File: src/rtl/life_pkg.sv
// Shared types and helpers for the Game of Life sequencer.
package life_pkg;

  typedef enum logic [1:0] {
    SETUP = 2'd0,
    LOAD  = 2'd1,
    RUN   = 2'd2,
    PAUSE = 2'd3
  } phase_t;

  typedef enum logic [2:0] {
    DIR_NONE = 3'd0,
    DIR_L    = 3'd1,
    DIR_R    = 3'd2,
    DIR_U    = 3'd3,
    DIR_D    = 3'd4
  } dir_t;

  // Maps the four buttons to a direction only when exactly one is pressed.
  function automatic dir_t onehot_dir(input logic l, input logic r,
                                      input logic u, input logic d);
    dir_t dir;
    case ({l, r, u, d})
      4'b1000: dir = DIR_L;
      4'b0100: dir = DIR_R;
      4'b0010: dir = DIR_U;
      4'b0001: dir = DIR_D;
      default: dir = DIR_NONE;
    endcase
    return dir;
  endfunction

endpackage

File: src/rtl/life_input_edge.sv
// Turns the level board inputs into single-cycle move and confirm events.
import life_pkg::*;

module life_input_edge (
  input  logic clk,
  input  logic reset,
  input  logic leftBtn,
  input  logic rightBtn,
  input  logic upBtn,
  input  logic downBtn,
  input  logic confirmSw,
  output dir_t moveDir,
  output logic confirmPulse
);

  logic [3:0] prevBtn;
  logic       prevConfirm;

  always_ff @(posedge clk) begin
    if (reset) begin
      prevBtn     <= 4'b0000;
      prevConfirm <= 1'b0;
    end else begin
      prevBtn     <= {leftBtn, rightBtn, upBtn, downBtn};
      prevConfirm <= confirmSw;
    end
  end

  // A held button (or any button still down from last cycle) blocks new moves.
  assign moveDir      = (prevBtn == 4'b0000) ? onehot_dir(leftBtn, rightBtn, upBtn, downBtn)
                                             : DIR_NONE;
  assign confirmPulse = confirmSw & ~prevConfirm;

endmodule

File: src/rtl/life_game_sequencer.sv
// Central sequencer: game phase, setup cursor, seed strobe and generation tick.
import life_pkg::*;

module life_game_sequencer #(
  parameter int ROWS     = 16,
  parameter int COLS     = 16,
  parameter int TICK_DIV = 50_000_000,
  parameter int CNT_W    = 16
) (
  input  logic                    clk,
  input  logic                    reset,
  input  logic                    left_btn,
  input  logic                    right_btn,
  input  logic                    up_btn,
  input  logic                    down_btn,
  input  logic                    confirm_sw,
  input  logic                    start_sw,
  output logic [$clog2(ROWS)-1:0] cursor_row,
  output logic [$clog2(COLS)-1:0] cursor_col,
  output logic                    cursor_en,
  output logic                    seed_write,
  output phase_t                  phase,
  output logic                    gen_step,
  output logic [CNT_W-1:0]        gen_count
);

  localparam int RW = $clog2(ROWS);
  localparam int CW = $clog2(COLS);
  localparam int PW = $clog2(TICK_DIV);
  localparam logic [RW-1:0] MAX_ROW    = RW'(ROWS - 1);
  localparam logic [CW-1:0] MAX_COL    = CW'(COLS - 1);
  localparam logic [RW-1:0] HOME_ROW   = RW'(ROWS / 2);
  localparam logic [CW-1:0] HOME_COL   = CW'(COLS / 2);
  localparam logic [PW-1:0] PRE_RELOAD = PW'(TICK_DIV - 1);

  dir_t          moveDir;
  logic          confirmPulse;
  dir_t          pendingDir;
  dir_t          applyDir;
  logic [RW-1:0] nextRow;
  logic [CW-1:0] nextCol;
  logic [PW-1:0] prescaler;

  life_input_edge u_edge (
    .clk          (clk),
    .reset        (reset),
    .leftBtn      (left_btn),
    .rightBtn     (right_btn),
    .upBtn        (up_btn),
    .downBtn      (down_btn),
    .confirmSw    (confirm_sw),
    .moveDir      (moveDir),
    .confirmPulse (confirmPulse)
  );

  // A move coinciding with confirm is deferred one cycle so the seed lands on
  // the pre-move cursor while seed_write is high. A deferred move can never
  // collide with a new move or confirm event, since both need a quiet cycle.
  always_comb begin
    applyDir = DIR_NONE;
    if (pendingDir != DIR_NONE) applyDir = pendingDir;
    else if (!confirmPulse)     applyDir = moveDir;
  end

  always_comb begin
    nextRow = cursor_row;
    nextCol = cursor_col;
    case (applyDir)
      DIR_L: if (cursor_col != '0)     nextCol = cursor_col - 1'b1;
      DIR_R: if (cursor_col != MAX_COL) nextCol = cursor_col + 1'b1;
      DIR_U: if (cursor_row != '0)     nextRow = cursor_row - 1'b1;
      DIR_D: if (cursor_row != MAX_ROW) nextRow = cursor_row + 1'b1;
      default: ;
    endcase
  end

  always_ff @(posedge clk) begin
    if (reset) begin
      phase      <= SETUP;
      cursor_row <= HOME_ROW;
      cursor_col <= HOME_COL;
      seed_write <= 1'b0;
      gen_step   <= 1'b0;
      gen_count  <= '0;
      prescaler  <= PRE_RELOAD;
      pendingDir <= DIR_NONE;
    end else begin
      seed_write <= 1'b0;
      gen_step   <= 1'b0;
      case (phase)
        SETUP: begin
          if (start_sw) begin
            phase      <= LOAD;
            pendingDir <= DIR_NONE;
          end else begin
            cursor_row <= nextRow;
            cursor_col <= nextCol;
            seed_write <= confirmPulse;
            pendingDir <= confirmPulse ? moveDir : DIR_NONE;
          end
        end
        LOAD: begin
          phase     <= RUN;
          prescaler <= PRE_RELOAD;
        end
        RUN: begin
          if (prescaler == '0) begin
            gen_step  <= 1'b1;
            prescaler <= PRE_RELOAD;
            if (gen_count != '1) gen_count <= gen_count + 1'b1;
          end else begin
            prescaler <= prescaler - 1'b1;
          end
          if (!start_sw) phase <= PAUSE;
        end
        PAUSE: begin
          if (start_sw) phase <= RUN;
        end
        default: phase <= SETUP;
      endcase
    end
  end

  assign cursor_en = (phase == SETUP);

endmodule

File: config.mk
export PLATFORM = sky130hd
export DESIGN_NAME = life_game_sequencer
export DESIGN_NICKNAME = d
export VERILOG_FILES = /design/src/rtl/life_pkg.sv /design/src/rtl/life_input_edge.sv /design/src/rtl/life_game_sequencer.sv
export SDC_FILE = /design/constraint.sdc
export NUM_CORES = 1
export LEC_CHECK = 0
export BUFFER_PORTS_ARGS = -buffer_cell sky130_fd_sc_hd__buf_4
export CAP_MARGIN = 40
export CORE_UTILIZATION = 37
export DETAILED_ROUTE_END_ITERATION = 6
export PLACE_DENSITY = 0.65
export SYNTH_ARGS = -nofsm -noshare
export SYNTH_HDL_FRONTEND = slang
export SYNTH_SLANG_ARGS = --single-unit
File: constraint.sdc
create_clock -name clk -period 3.62 [get_ports clk]
set_clock_uncertainty 0.05 [all_clocks]
set_input_delay 0.181 -clock clk [delete_from_list [all_inputs] [get_ports clk]]
set_output_delay 0.181 -clock clk [all_outputs]
set_load 0.01 [all_outputs]
# After elaboration in Yosys (flattened, before gate mapping)
# Index checks and enable logic that the tools add are counted.
# op_classes
n_addsub,6
multipliers,0
div,0
magnitude_cmp,0
n_eq_ne,21
shift,0
mux,19
bitwise,5
reduce_logical,15
# op_table
operator,count
$pmux W26 S2,1
$logic_not A26 Y1,1
$mux W26,1
$sub A26 B1 Y26 const B,1
$add A16 B1 Y16 const B,1
$mux W4,4
$ne A16 B16 Y1 const B,1
$pmux W4 S2,2
$mux W3,5
$ne A2 B2 Y1 const B,7
$pmux W3 S4,1
$reduce_and A5 Y1,2
$add A4 B1 Y4 const B,2
$ne A4 B4 Y1 const B,2
$pmux W2 S4,1
$reduce_bool A4 Y1,2
$sub A4 B1 Y4 const B,2
$eq A3 B2 Y1 const B,2
$mux W2,3
$reduce_and A3 Y1,2
$reduce_bool A2 Y1,3
$eq A2 B2 Y1 const B,2
$eq A4 B1 Y1 const B,1
$eq A4 B2 Y1 const B,1
13 further kinds,16
# totals
register_bits,62
latch_bits,0
mem_bits_rw,0
rom_bits,0
word_cells,76
mem_count,0

# Longest topological paths before layout
# logic_depth
ltp_word,8
depth_mapped,12
mapped_depth_nobuf,12

# Cells and area by module
# Synthesis repeated with hierarchy kept, for this count alone.
# hier_totals
cells_unflattened,386
hier_area_um2,3315.7
# modules_own_cells
module,instances,cells_per_inst,area_per_inst_um2
life_game_sequencer,1,368,3124.2
life_input_edge,1,18,191.4

# Worst setup path before layout
# No wires, ideal clock.
# synth_path
kind,flip-flop to flip-flop
startpoint,register u_edge.prevBtn[1]
endpoint,register cursor_col[3]
setup_ps,134
t_arrival_ps,2610
t_required_ps,3436
setup_slack_ps,826
path_stages_with_launch,13
n_path_buf,0
cell_sequence,dfxtp_1 -> or4_4 -> nor3_4 -> a21oi_2 -> nor2_1 -> nand2_1 -> ha_1 -> a21o_1 -> a21oi_1 -> nor2_1 -> or4b_1 -> a211oi_1 -> nor4bb_1
# synth_via
elab_chain_cells,7
elab_cells_between_ends,11
# synth_rtl
element,line,source
from (decl),life_input_edge.sv:16,logic [3:0] prevBtn;
from (signal assigned),life_input_edge.sv:24,"prevBtn <= {leftBtn, rightBtn, upBtn, downBtn};"
$logic_not A4 Y1 *,life_input_edge.sv:30,"assign moveDir = (prevBtn == 4'b0000) ? onehot_dir(leftBtn, rightBtn, upBtn, downBtn)"
$mux W3 *,life_input_edge.sv:30,
$mux W3 *,life_game_sequencer.sv:62,else if (!confirmPulse) applyDir = moveDir;
$mux W3 *,life_game_sequencer.sv:61,if (pendingDir != DIR_NONE) applyDir = pendingDir;
$eq A3 B2 Y1 / $eq A3 B1 Y1 (equally long branches),life_game_sequencer.sv:68,case (applyDir)
$ne A2 B2 Y1 (no source line) / $reduce_bool A2 Y1 (equally long branches),n/a,
$reduce_and A5 Y1 (no source line),n/a,
to (signal assigned),life_game_sequencer.sv:97,cursor_col <= nextCol;
to (decl),life_game_sequencer.sv:19,"output logic [$clog2(COLS)-1:0] cursor_col,"
# Every way passes the cells marked *; elsewhere a longest branch is shown, timed or not.
# A chain may end at the register's enable or synchronous reset.

# Final worst setup path
# Ends and elaborated chain as after synthesis.

==> out/metrics.csv <==
metric,value,unit
clk_latency,0.33,ns
crit_type,reg -> reg,
cp_cell_sequence,or4_4 -> nor3_4 -> a21oi_2 -> nor2_1 -> nand2_1 -> ha_1 -> a21o_1 -> a21oi_1 -> nor2_1 -> or4b_1 -> a211oi_1 -> nor4bb_1,
dr.pass1.iters,4,
drive_gt1_frac,0.178,
place_inst,489,
finalHoldViolations,0,
final_cell_mix,"62 x dfxtp_1, 46 x nor2_1, 37 x buf_4, 31 x nand2_1, 24 x xnor2_1",
syn_nets,374,
cts_root_buf,clkbuf_8,
synth_seq_area_share,0.394,
drc,0,
cp-start-kind,flip-flop,
fp.dieArea,8890,um2
slew_headroom,0.516,
p_per_area,407,nW/um2
fin_cells,505,
wl_per_cell,12.8,um
worstHoldPathType,in -> reg,
grt_util_all_layers,0.156,
grt_pass1_vias,2484,
synth_area,3150,um2
io_buffers,36,
power.leakage,1.37,nW
cp.arrival,3.23,ns
drv_slew,0,
place_ws,0.597,ns
gp_congestion,0.808,
n_fill_cell,820,
crit_family,simple AND/OR/NAND/NOR gates,
use_met2,0.253,
crit_top_cell,nor2_1,
cts_tree,built,
finalSetupTns,0,ns
ioPinCount,37,
design.core.area,8220,um2
ys_types,60,
rows,33,
utilization,0.454,
wl,6490,um
fmax,325,MHz
diodes,0,
die_w,94.3,um
busiest_layer,met2,
cp_max_fo,8,
cp_data_required_time,3.77,ns
cts_sinks,62,
cts_buffer_depth,2,
synth-main-ff-cell,dfxtp_1,
die_y,94.3,um
worst-path-buf-inv,0,
status,completed,
grt_antenna_before_repair,0,
grt_use_met3,0.0299,
grt_max_degree,41,
synth_edf_count,0,
ant_nets,0,
cts_resized,0,
async_reset_ff_frac,0,
setup_viol,0,
tightest_slew,0.726,ns
post-route-min-period,3.08,ns
grt_pass1_wl,11000,um
cap_violations,0,
vias_per_cell,5.31,
setup_slack,0.540,ns
end_kind,flip-flop,
hold_buffers,0,
yosys_warnings,0,
layout_commonest_cell,dfxtp_1,
yosys_register_bits,62,
use_met1,0.200,
netlist_instances,355,
synth.avg_cell_area,8.88,um2
drt_iter0_drc,103,
dp_hpwl,4650,um
ir_worst_vdd,0.201,mV
post-cts-setup-buffers,0,
rsz0062_at_grt,false,
htreeDepth,3,
syn2layout_area_growth,18.3,%
fin_crit_sh,0.851,
clk_pin_slew,0.07,ns
fin_nets,414,
cts_buffers,9,
initial_core_util,0.384,
place_area,3530,um2
stdcell_area,3730,um2
num_vias,2680,
crit_path_max_incr_delay,0.56,ns
cp_slowest_cell,or4_4,
grt.overflow.total,0,
layer usage:
layer,part of all wire,vias up
met5,0,-
met1,0.50,1281
met3,0.029,7
li1,-,1357
met2,0.46,35
met4,0.013,0
cell type report:
| cell class | instances | area, um2 | area share |
|---|---|---|---|
| Timing Repair Buffer | 37 | 278 | 0.0745 |
| Clock buffer | 12 | 155 | 0.0416 |
| Sequential cell | 62 | 1240 | 0.333 |
| Multi-Input combinational cell | 278 | 1850 | 0.497 |
| Tap cell | 105 | 131 | 0.0352 |
| Clock inverter | 4 | 45.0 | 0.0121 |
| Inverter | 7 | 26.3 | 0.00704 |
cell usage after synthesis (5+ instances only):
| library cell | number | area (um2) |
|---|---|---|
| nor2b_1 | 8 | 50.1 |
| inv_1 | 7 | 26.3 |
| nor2_1 | 46 | 173 |
| nand2_1 | 31 | 116 |
| nand2b_1 | 6 | 37.5 |
| clkbuf_1 | 5 | 18.8 |
| o21ai_1 | 6 | 30.0 |
| nand3_1 | 12 | 60.1 |
| a21oi_1 | 15 | 75.1 |
| and3_1 | 5 | 31.3 |
| nor3_1 | 8 | 40.0 |
| nor4_1 | 10 | 62.6 |
| dfxtp_1 | 62 | 1240 |
| nand4_1 | 7 | 43.8 |
| ha_1 | 9 | 113 |
| xnor2_1 | 24 | 210 |
| xor2_1 | 14 | 123 |
worst paths after layout:
check | startpoint | slack [ns] | cells past startpoint | endpoint
setup / recovery | u_edge.prevBtn[1] | 0.54 | 12 | cursor_col[3]
hold reg to reg | u_edge.prevConfirm | 0.43 | 1 | seed_write
setup reg to reg | u_edge.prevBtn[1] | 0.54 | 12 | cursor_col[3]
hold / removal | right_btn | 0.06 | 2 | u_edge.prevBtn[2]
cell families after synthesis:
group | Yosys count | share of synthesized area
AO/OA/AOI/OAI | 53 | 0.121
XOR/XNOR | 38 | 0.106
multiplexers | 3 | 0.00953
flip-flops | 62 | 0.394
buffers and inverters | 15 | 0.0183
adder cells (fa/ha/maj) | 11 | 0.0484
AND/OR/NAND/NOR | 173 | 0.303
sequential cells by signal (all words and copies together) (netlist names), 2 cells and up:
name and cells:
u_edge.prevBtn 4, cursor_row 4, cursor_col 4, gen_count 16, prescaler 26, phase 2, pendingDir 3
stage by stage:
stage | hold WS (ns) | power (mW)
CTS | 0.0458 | 1.53
global placement | 0.384 | 0.914
finish | 0.0560 | 1.52
floorplan | 0.210 | 0.854
global route | 0.0579 | 1.59
detailed placement | 0.394 | 0.918
report_power, final:
part           switching (mW)  internal, mW  leakage (nW)
clock                   0.264         0.353         0.106
combinational           0.112        0.0756         0.761
sequential             0.0159         0.698         0.502
total                   0.392          1.13          1.37
Power figures use the tool's default switching activity.
